File: config.mk
export PLATFORM = sky130hd
export DESIGN_NAME = alu_serial_seq
export DESIGN_NICKNAME = d
export VERILOG_FILES = /design/src/rtl/alu_serial_seq.sv
export SDC_FILE = /design/constraint.sdc
export NUM_CORES = 1
export LEC_CHECK = 0
export ABC_AREA = 1
export BUFFER_PORTS_ARGS = -buffer_cell sky130_fd_sc_hd__clkbuf_2
export CORE_ASPECT_RATIO = 2
export CORE_UTILIZATION = 40
export DETAILED_ROUTE_END_ITERATION = 6
export GPL_ROUTABILITY_DRIVEN = 0
export REMOVE_ABC_BUFFERS = 1
export SLEW_MARGIN = 20
export SYNTH_ARGS = -nofsm -noshare
export SYNTH_HDL_FRONTEND = slang
export SYNTH_SLANG_ARGS = --single-unit
File: constraint.sdc
create_clock -name clk -period 1.5 [get_ports clk]
set_clock_uncertainty 0.2 [all_clocks]
set_input_delay 0.15 -clock clk [delete_from_list [all_inputs] [get_ports clk]]
set_output_delay 0.15 -clock clk [all_outputs]
set_load 0.03 [all_outputs]
File: src/rtl/alu_serial_seq.sv
// alu_serial_seq: bit-serial sequencer that runs WIDTH-bit ALU operations
// through a single external 1-bit ALU slice, LSB first.
//
// The slice is purely combinational. Each RUN cycle this block presents one
// operand bit pair plus the running carry, and the slice returns one result
// bit and one carry bit in the same cycle. The clock edge then captures both.
// An operation is accepted on a valid/ready handshake. The assembled result
// is returned on a second valid/ready handshake. At least one IDLE cycle
// separates two operations, so throughput is one operation per WIDTH+2
// cycles.
module alu_serial_seq #(
  parameter int WIDTH = 8
) (
  input  logic             clk,
  input  logic             rst,
  // operation request
  input  logic             start_valid,
  output logic             start_ready,
  input  logic [WIDTH-1:0] op_a,
  input  logic [WIDTH-1:0] op_b,
  input  logic             op_mode,
  input  logic [2:0]       op_sel,
  // slice interface
  output logic             alu_op1,
  output logic             alu_op2,
  output logic             alu_mode,
  output logic [2:0]       alu_opsel,
  output logic             alu_cin,
  input  logic             alu_result,
  input  logic             alu_cout,
  // result return
  output logic             res_valid,
  input  logic             res_ready,
  output logic [WIDTH-1:0] result,
  output logic             res_cout,
  output logic             res_zero
);

  localparam int CNT_W = (WIDTH > 1) ? $clog2(WIDTH) : 1;
  localparam logic [CNT_W-1:0] LAST_BIT = CNT_W'(WIDTH - 1);

  typedef enum logic [1:0] {
    IDLE = 2'd0,
    RUN  = 2'd1,
    DONE = 2'd2
  } state_e;

  state_e             state_q, state_d;
  logic [WIDTH-1:0]   sa_q, sa_d;      // operand A shift register
  logic [WIDTH-1:0]   sb_q, sb_d;      // operand B shift register
  logic [WIDTH-1:0]   res_q, res_d;    // result shift register, filled MSB-first
  logic               carry_q, carry_d;
  logic [CNT_W-1:0]   cnt_q, cnt_d;
  logic               mode_q, mode_d;
  logic [2:0]         sel_q, sel_d;

  logic               cin0;
  logic               accept;

  // Initial carry. The subtract, increment and A+~B+1 codes need a carry-in
  // of 1. Pass-A and every logic code need 0. For the logic shift the
  // carry-in is the bit shifted into the LSB.
  assign cin0   = ~op_mode & ~op_sel[2] & (op_sel[1] | op_sel[0]);
  assign accept = (state_q == IDLE) & start_valid;

  // State and datapath registers; reset clears everything asynchronously.
  // NOTE: sequential state uses non-blocking assignments only. Every
  // register here is a plain flop with no memory array, so all of them can
  // take the async reset.
  always_ff @(posedge clk or posedge rst) begin
    if (rst) begin
      state_q <= IDLE;
      sa_q    <= '0;
      sb_q    <= '0;
      res_q   <= '0;
      carry_q <= 1'b0;
      cnt_q   <= '0;
      mode_q  <= 1'b0;
      sel_q   <= 3'b000;
    end else begin
      state_q <= state_d;
      sa_q    <= sa_d;
      sb_q    <= sb_d;
      res_q   <= res_d;
      carry_q <= carry_d;
      cnt_q   <= cnt_d;
      mode_q  <= mode_d;
      sel_q   <= sel_q == sel_d ? sel_q : sel_d;
    end
  end

  // Next-state and datapath update: latch on accept, then shift once per RUN cycle.
  // NOTE: every _d signal gets its hold value first, so no path leaves one
  // unassigned and no latch is inferred.
  always_comb begin
    state_d = state_q;
    sa_d    = sa_q;
    sb_d    = sb_q;
    res_d   = res_q;
    carry_d = carry_q;
    cnt_d   = cnt_q;
    mode_d  = mode_q;
    sel_d   = sel_q;

    unique case (state_q)
      IDLE: begin
        if (accept) begin
          sa_d    = op_a;
          sb_d    = op_b;
          mode_d  = op_mode;
          sel_d   = op_sel;
          carry_d = cin0;
          cnt_d   = '0;
          res_d   = '0;
          state_d = RUN;
        end
      end
      RUN: begin
        // The slice answer for the current bit pair is captured on this edge.
        res_d   = {alu_result, res_q[WIDTH-1:1]};
        carry_d = alu_cout;
        sa_d    = {1'b0, sa_q[WIDTH-1:1]};
        sb_d    = {1'b0, sb_q[WIDTH-1:1]};
        cnt_d   = cnt_q + CNT_W'(1);
        if (cnt_q == LAST_BIT) begin
          state_d = DONE;
        end
      end
      DONE: begin
        // The result stays frozen until the consumer takes it. The next
        // accept is only possible from IDLE.
        if (res_ready) begin
          state_d = IDLE;
        end
      end
      default: begin
        state_d = IDLE;
      end
    endcase
  end

  // Slice drive: active only in RUN, forced to zero otherwise.
  always_comb begin
    alu_op1   = 1'b0;
    alu_op2   = 1'b0;
    alu_mode  = 1'b0;
    alu_opsel = 3'b000;
    alu_cin   = 1'b0;
    if (state_q == RUN) begin
      alu_op1   = sa_q[0];
      alu_op2   = sb_q[0];
      alu_mode  = mode_q;
      alu_opsel = sel_q;
      alu_cin   = carry_q;
    end
  end

  // Handshake and result outputs: the result port is only meaningful in DONE.
  always_comb begin
    start_ready = (state_q == IDLE);
    res_valid   = (state_q == DONE);
    result      = '0;
    res_cout    = 1'b0;
    res_zero    = 1'b0;
    if (state_q == DONE) begin
      result   = res_q;
      res_cout = carry_q;
      res_zero = (res_q == '0);
    end
  end

endmodule

==> results of run 1 <==
-- state kept, by name, summed over array words and instances (netlist names) --
| name | flops |
|---|---|
| res_q | 8 |
| sa_q | 8 |
| sb_q | 8 |
| cnt_q | 3 |
| sel_q | 3 |
| state_q | 2 |
| carry_q | 1 |
| mode_q | 1 |
-- critical path, cell delays in order (launching register included) --
cell and delay [ps]:
dfrtp_2 460, nor2_4 170, inv_4 90, nor2_2 110
clkbuf_8 160
-- stage by stage --
stage,power [mW],hold slack (ps)
2_1_floorplan,2.77,60.3
3_3_place_gp,3.43,55.8
3_5_place_dp,3.46,54.0
4_1_cts,4.80,280
5_1_grt,5.35,305
6_report,4.94,275
-- Yosys cell counts (2+ instances only) --
master / number / area (um^2)
inv_2: 2 / 7.51
a21oi_1: 5 / 25.0
ha_1: 2 / 25.0
inv_1: 19 / 71.3
nand3_1: 2 / 10.0
o21ai_0: 11 / 55.1
nand2_1: 107 / 402
nand4_1: 2 / 12.5
dfrtp_1: 34 / 851
nor2_1: 27 / 101
buf_2: 6 / 30.0
-- routing by layer --
| metal | part of all wire [%] | vias up | track usage, % |
|---|---|---|---|
| met4 | 2.6 | 0 | 10.0 |
| met2 | 53 | 31 | 35.5 |
| met1 | 42 | 718 | 25.0 |
| met3 | 2.2 | 8 | 4.48 |
| met5 | 0 | - | 0 |
| li1 | - | 832 | - |
-- layout make-up --
cell class / count / area share (%)
Sequential cell: 34 / 32.8
Timing Repair Buffer: 84 / 28.9
Multi-Input combinational cell: 159 / 28.7
Inverter: 21 / 3.13
Clock buffer: 7 / 2.94
Tap cell: 51 / 2.46
Clock inverter: 1 / 1.16
-- timing repair --
action	in CTS	in global routing
hold buffers	25	0
gates resized for setup	42	33
pin swaps	1	1
endpoints found under the hold margin	57	0
setup buffers	5	0
cloned	1	0
setup endpoints to repair	19	36
-- worst paths after layout --
check / start / to / slack, ps / cells after the start
hold / removal: rst / sb_q[1] / 280 / 4
setup reg to reg: state_q[0] / sb_q[4] / -40 / 5
hold reg to reg: cnt_q[1] / cnt_q[1] / 280 / 2
setup / recovery: state_q[0] / result[0] / -130 / 4
max in group asynchronous: rst / state_q[0] / 500 / 4
min in group clk: cnt_q[1] / cnt_q[1] / 280 / 2
-- logic make-up after synthesis --
kind of cell               after synthesis  synth area share, %
buffers and inverters                   28                 7.35
DFF                                     34                 52.0
adders and majority gates                2                 1.53
and+or+nand+nor                        140                 33.2
AOI/OAI and AO/OA                       17                 5.89
-- power by group through the flow --
stage | sequential (mW) | combinational, mW | clock, mW
floorplan | 1.48 | 1.29 | 0
global placement | 1.50 | 1.92 | 0
detailed placement | 1.51 | 1.95 | 0
CTS | 1.52 | 2.43 | 0.858
global route | 1.57 | 2.90 | 0.882
finish | 1.52 | 2.61 | 0.818
==> flow_summary_export.csv, run 1 <==
group,metric,value,unit
synthesis,syn-cell-area,1640,um^2
setup_path,critPathRequiredTime,1150,ps
power_and_ir_drop,comb_power_share,52.7,%
placed_design,place_area,1970,um^2
status,status,"complete, but fails checks",
drt,wire_per_inst,11.4,um
setup_path,critical_path.max_fanout,10,
floorplan,fp-row-count,32,
status,violations,"negative setup slack",
global_routing,antenna_found_initial,0,
placed_design,dp.cells,318,
synthesis,ys_seq_area_share,52.0,%
setup_path,worstSetupEndpointType,"primary output",
global_routing,grt_pass1_vias,1550,
clock_tree,cts_buffers,5,
final_layout,n_antenna_cell,0,
timing,tightest_slew,466,ps
drt,via_count,1589,
synthesis,synth_area_per_cell,7.40,um^2
drt,postRouteAntennaNets,0,
power_and_ir_drop,ir_worst_vdd,1.30,mV
clock_tree,cts.sinks,34,
setup_path,arrival,1280,ps
synthesis,synth.distinct_cells,15,
synthesis,synthArstFlopShare,100,%
timing,max_freq,614,MHz
timing,fin_tns_setup,-2020,ps
clock_tree,clk_latency,290,ps
run,maxCapViolCount,0,
final_layout,final_cell_area,2600,um^2
floorplan,core,3880,um^2
timing,rsz0062_at_grt,"true",
final_layout,multi_input_area,744,um^2
final_layout,fillers,357,
setup_path,cp-start-kind,"flip-flop",
timing,slew_viol_final,0,
power_and_ir_drop,seq_power_share,30.7,%
final_layout,utilization,66.9,%
final_layout,fin_cells,357,
global_routing,grt_remaining_overflow,0,
drt,drcViolationCount,0,
power_and_ir_drop,power_frac_clock,16.5,%
floorplan,boundaryPins,45,
hold_path,hold_path_class,"in -> async",
synthesis,synth_top_flop_cell,"dfrtp_1",
global_routing,grt_max_degree,35,
power_and_ir_drop,p_switching,2.01,mW
setup_path,crit_type,"reg -> out",
placed_design,post-place-ws,11.1,ps
power_and_ir_drop,power_density,1900,nW/um^2
floorplan,die_x,47.2,um
timing,period_minus_slack,1630,ps
clock_tree,cts_root_buf,"clkbuf_8",
final_layout,drive_gt1_share,28.1,%
clock_tree,htree_levels,2,
timing,slew_headroom,68.9,%
final_layout,nets,333,
synthesis,ys_warn_count,0,
placed_design,hpwl,2.37,mm
synthesis,synth_edf_count,0,
timing,period_share,109,%
drt,drt_first_pass_iters,4,
timing,finalSetupViolations,34,
clock_tree,cts.path.max_buffers,2,
power_and_ir_drop,internal_power,2.94,mW
final_layout,final_common_cell,"nand2_1",
floorplan,initial_core_util,42.1,%
floorplan,die-height,92.4,um
placed_design,io_buffers,44,
timing,final-hold-violation-count,0,
final_layout,layout_common_cells,"nand2_1 (106), dfrtp_1 (33), dlygate4sd3_1 (25), clkbuf_2 (25)",
power_and_ir_drop,switching_share,40.6,%
final_layout,syn2layout_area_growth,58.8,%
timing,worst_slack,-129,ps
global_routing,grt_pass1_wl,6.68,mm
drt,vias_per_cell,4.45,
synthesis,ys_seq_elements,34,
clock_tree,clk_pin_slew_worst_paths,70,ps
global_routing,track_usage,21.5,%
drt,dr.first_iter.drc_count,31,
power_and_ir_drop,p_leak,1.37,nW
final_layout,seq_area,852,um^2
synthesis,synth_cells,221,
drt,wirelength,4.07,mm
floorplan,dieArea,4360,um^2
clock_tree,cts_tree,"yes",
Power figures use the tool's default switching activity.
==> run 2: changes to the inputs <==
- BUFFER_PORTS_ARGS: -buffer_cell sky130_fd_sc_hd__clkbuf_2 -> -buffer_cell sky130_fd_sc_hd__buf_2
==> run 2 against run 1 <==
- the flow still finishes with violations (negative setup slack)
- die area is the same
- register-to-register slack got worse by 80 ps
- cell count increased by 2.2%
- non-clock buffer count grew 7
- via count grew 5.3%
- cell area rose by 1.6%
- sequential share of layout area is 0.53 points lower
- setup slack got worse by 39 ps
- largest cell class unchanged
- largest power group unchanged
==> flow_summary_export.csv, run 2 (synthesis results as in run 1) <==
group,metric,value,unit
clock_tree,cts_root_buf,"clkbuf_8",
drt,via_count,1673,
final_layout,top_regs,"res_q: 8 flops, sa_q: 8 flops, sb_q: 8 flops",
final_layout,utilization,68.0,%
global_routing,track_usage,20.4,%
power_and_ir_drop,p_leak,1.41,nW
setup_path,critPathSlowestCell,"dfrtp_1",
timing,period_minus_slack,1670,ps
setup_path,critical_path.max_fanout,3,
clock_tree,clk_pin_slew_worst_paths,70,ps
timing,period_share,111,%
timing,max_freq,599,MHz
drt,wire_per_inst,11.9,um
floorplan,die-height,92.4,um
setup_path,critPathRequiredTime,1150,ps
setup_path,cp-start-kind,"flip-flop",
setup_path,worstSetupEndpointType,"primary output",
drt,wirelength,4.35,mm
global_routing,grt_remaining_overflow,0,
run,maxCapViolCount,0,
clock_tree,cts.sinks,34,
timing,final-hold-violation-count,0,
global_routing,grt_pass1_wl,6.42,mm
floorplan,core,3880,um^2
floorplan,fp-row-count,32,
setup_path,cp_cell_sequence,"inv_2 > buf_12 > nor2_4 > nand4_1 > nor2_1 > buf_4",
timing,worst_slack,-168,ps
floorplan,die_x,47.2,um
final_layout,layout_common_cells,"nand2_1 (98), dfrtp_1 (33), buf_2 (25)",
clock_tree,clk_latency,290,ps
drt,drt_first_pass_iters,4,
floorplan,boundaryPins,45,
hold_path,hold_path_class,"in -> reg",
clock_tree,cts.path.max_buffers,2,
final_layout,n_antenna_cell,0,
placed_design,hpwl,2.40,mm
status,status,"complete, but fails checks",
timing,slew_headroom,70.7,%
clock_tree,cts_buffers,5,
global_routing,grt_max_degree,35,
setup_path,critPathMaxStageDelay,370,ps
clock_tree,htree_levels,2,
timing,tightest_slew,440,ps
drt,vias_per_cell,4.58,
final_layout,syn2layout_area_growth,61.4,%
power_and_ir_drop,power_density,1870,nW/um^2
timing,rsz0062_at_grt,"true",
drt,drcViolationCount,0,
power_and_ir_drop,ir_worst_vdd,1.05,mV
global_routing,grt_pass1_vias,1518,
floorplan,dieArea,4360,um^2
drt,dr.first_iter.drc_count,37,
setup_path,crit_type,"reg -> out",
final_layout,drive_gt1_share,32.2,%
final_layout,nets,341,
timing,fin_hold_ws,173,ps
final_layout,fillers,343,
setup_path,arrival,1320,ps
clock_tree,cts_tree,"yes",
timing,slew_viol_final,0,
placed_design,post-place-ws,6.61,ps
global_routing,antenna_found_initial,0,
final_layout,final_common_cell,"nand2_1",
floorplan,initial_core_util,42.1,%
placed_design,io_buffers,44,
timing,finalSetupViolations,45,
drt,postRouteAntennaNets,0,
status,violations,"negative setup slack",
==> run 2: changes by cell type in the layout (fill, tap and decap cells not counted), moves of 6 or more <==
cell	delta
nor2_1	+6
buf_2	+25
buf_6	+8
nand2_1	-8
nand2_2	+9
buf_4	+6
clkbuf_2	-25
==> run 2: cell type report <==
class                      count  area (um^2)  area share, %
multi-input combinational    159          727           27.5
clock buffer                   8          110           4.17
tap                           51         63.8           2.42
timing repair buffer          91          795           30.1
timing repair inverter         1         7.51          0.284
inverter                      21         85.1           3.22
sequential                    34          852           32.3
==> run 2: path summary, 6_finish.rpt <==
check | from | end | slack, ps | cells after the start
max | state_q[1] | res_zero | -170 | 6
max reg2reg | state_q[0] | sa_q[6] | -120 | 5
max in group asynchronous | rst | state_q[0] | 470 | 4
min in group asynchronous | rst | res_q[6] | 310 | 4
min | start_valid | sb_q[7] | 170 | 3
min reg2reg | sa_q[5] | sa_q[5] | 280 | 2
==> run 2: layer usage <==
metal,track usage [%],wire length (um),vias up
li1,-,-,851
met1,24.1,1750,779
met2,34.3,2400,35
met4,7.86,87,0
met5,0,0,-
met3,4.09,110,8
==> run 2: power by group <==
group          switching, mW  internal [mW]
Clock                  0.328          0.464
Sequential             0.212           1.31
Combinational           1.47           1.15
==> run 2: repair_timing <==
| item | 4_1_cts | 5_1_grt |
|---|---|---|
| setup endpoints to repair | 19 | 43 |
| resized for setup | 24 | 41 |
| hold buffers | 25 | 0 |
| cloned | 0 | 4 |
| pin swaps | 0 | 17 |
| endpoints found under the hold margin | 57 | 0 |
| setup buffers | 8 | 5 |
==> run 2: critical path: cells and delay by family (launching register included) <==
kind,cells,cell delay [ps]
buffers and inverters,3,340
flip-flops,1,370
AND/OR/NAND/NOR,3,320
==> run 2: stage by stage <==
| stage | power, mW | cell area, um^2 | std cells | setup TNS [ps] |
|---|---|---|---|---|
| floorplan | 2.77 | 1590 | 214 | -9810 |
| global placement | 3.35 | 1940 | 317 | 0 |
| detailed placement | 3.37 | 1940 | 317 | 0 |
| CTS | 4.49 | 2430 | 358 | -2370 |
| global route | 5.29 | 2640 | 365 | -6000 |
| finish | 4.94 | 2640 | 365 | -3510 |
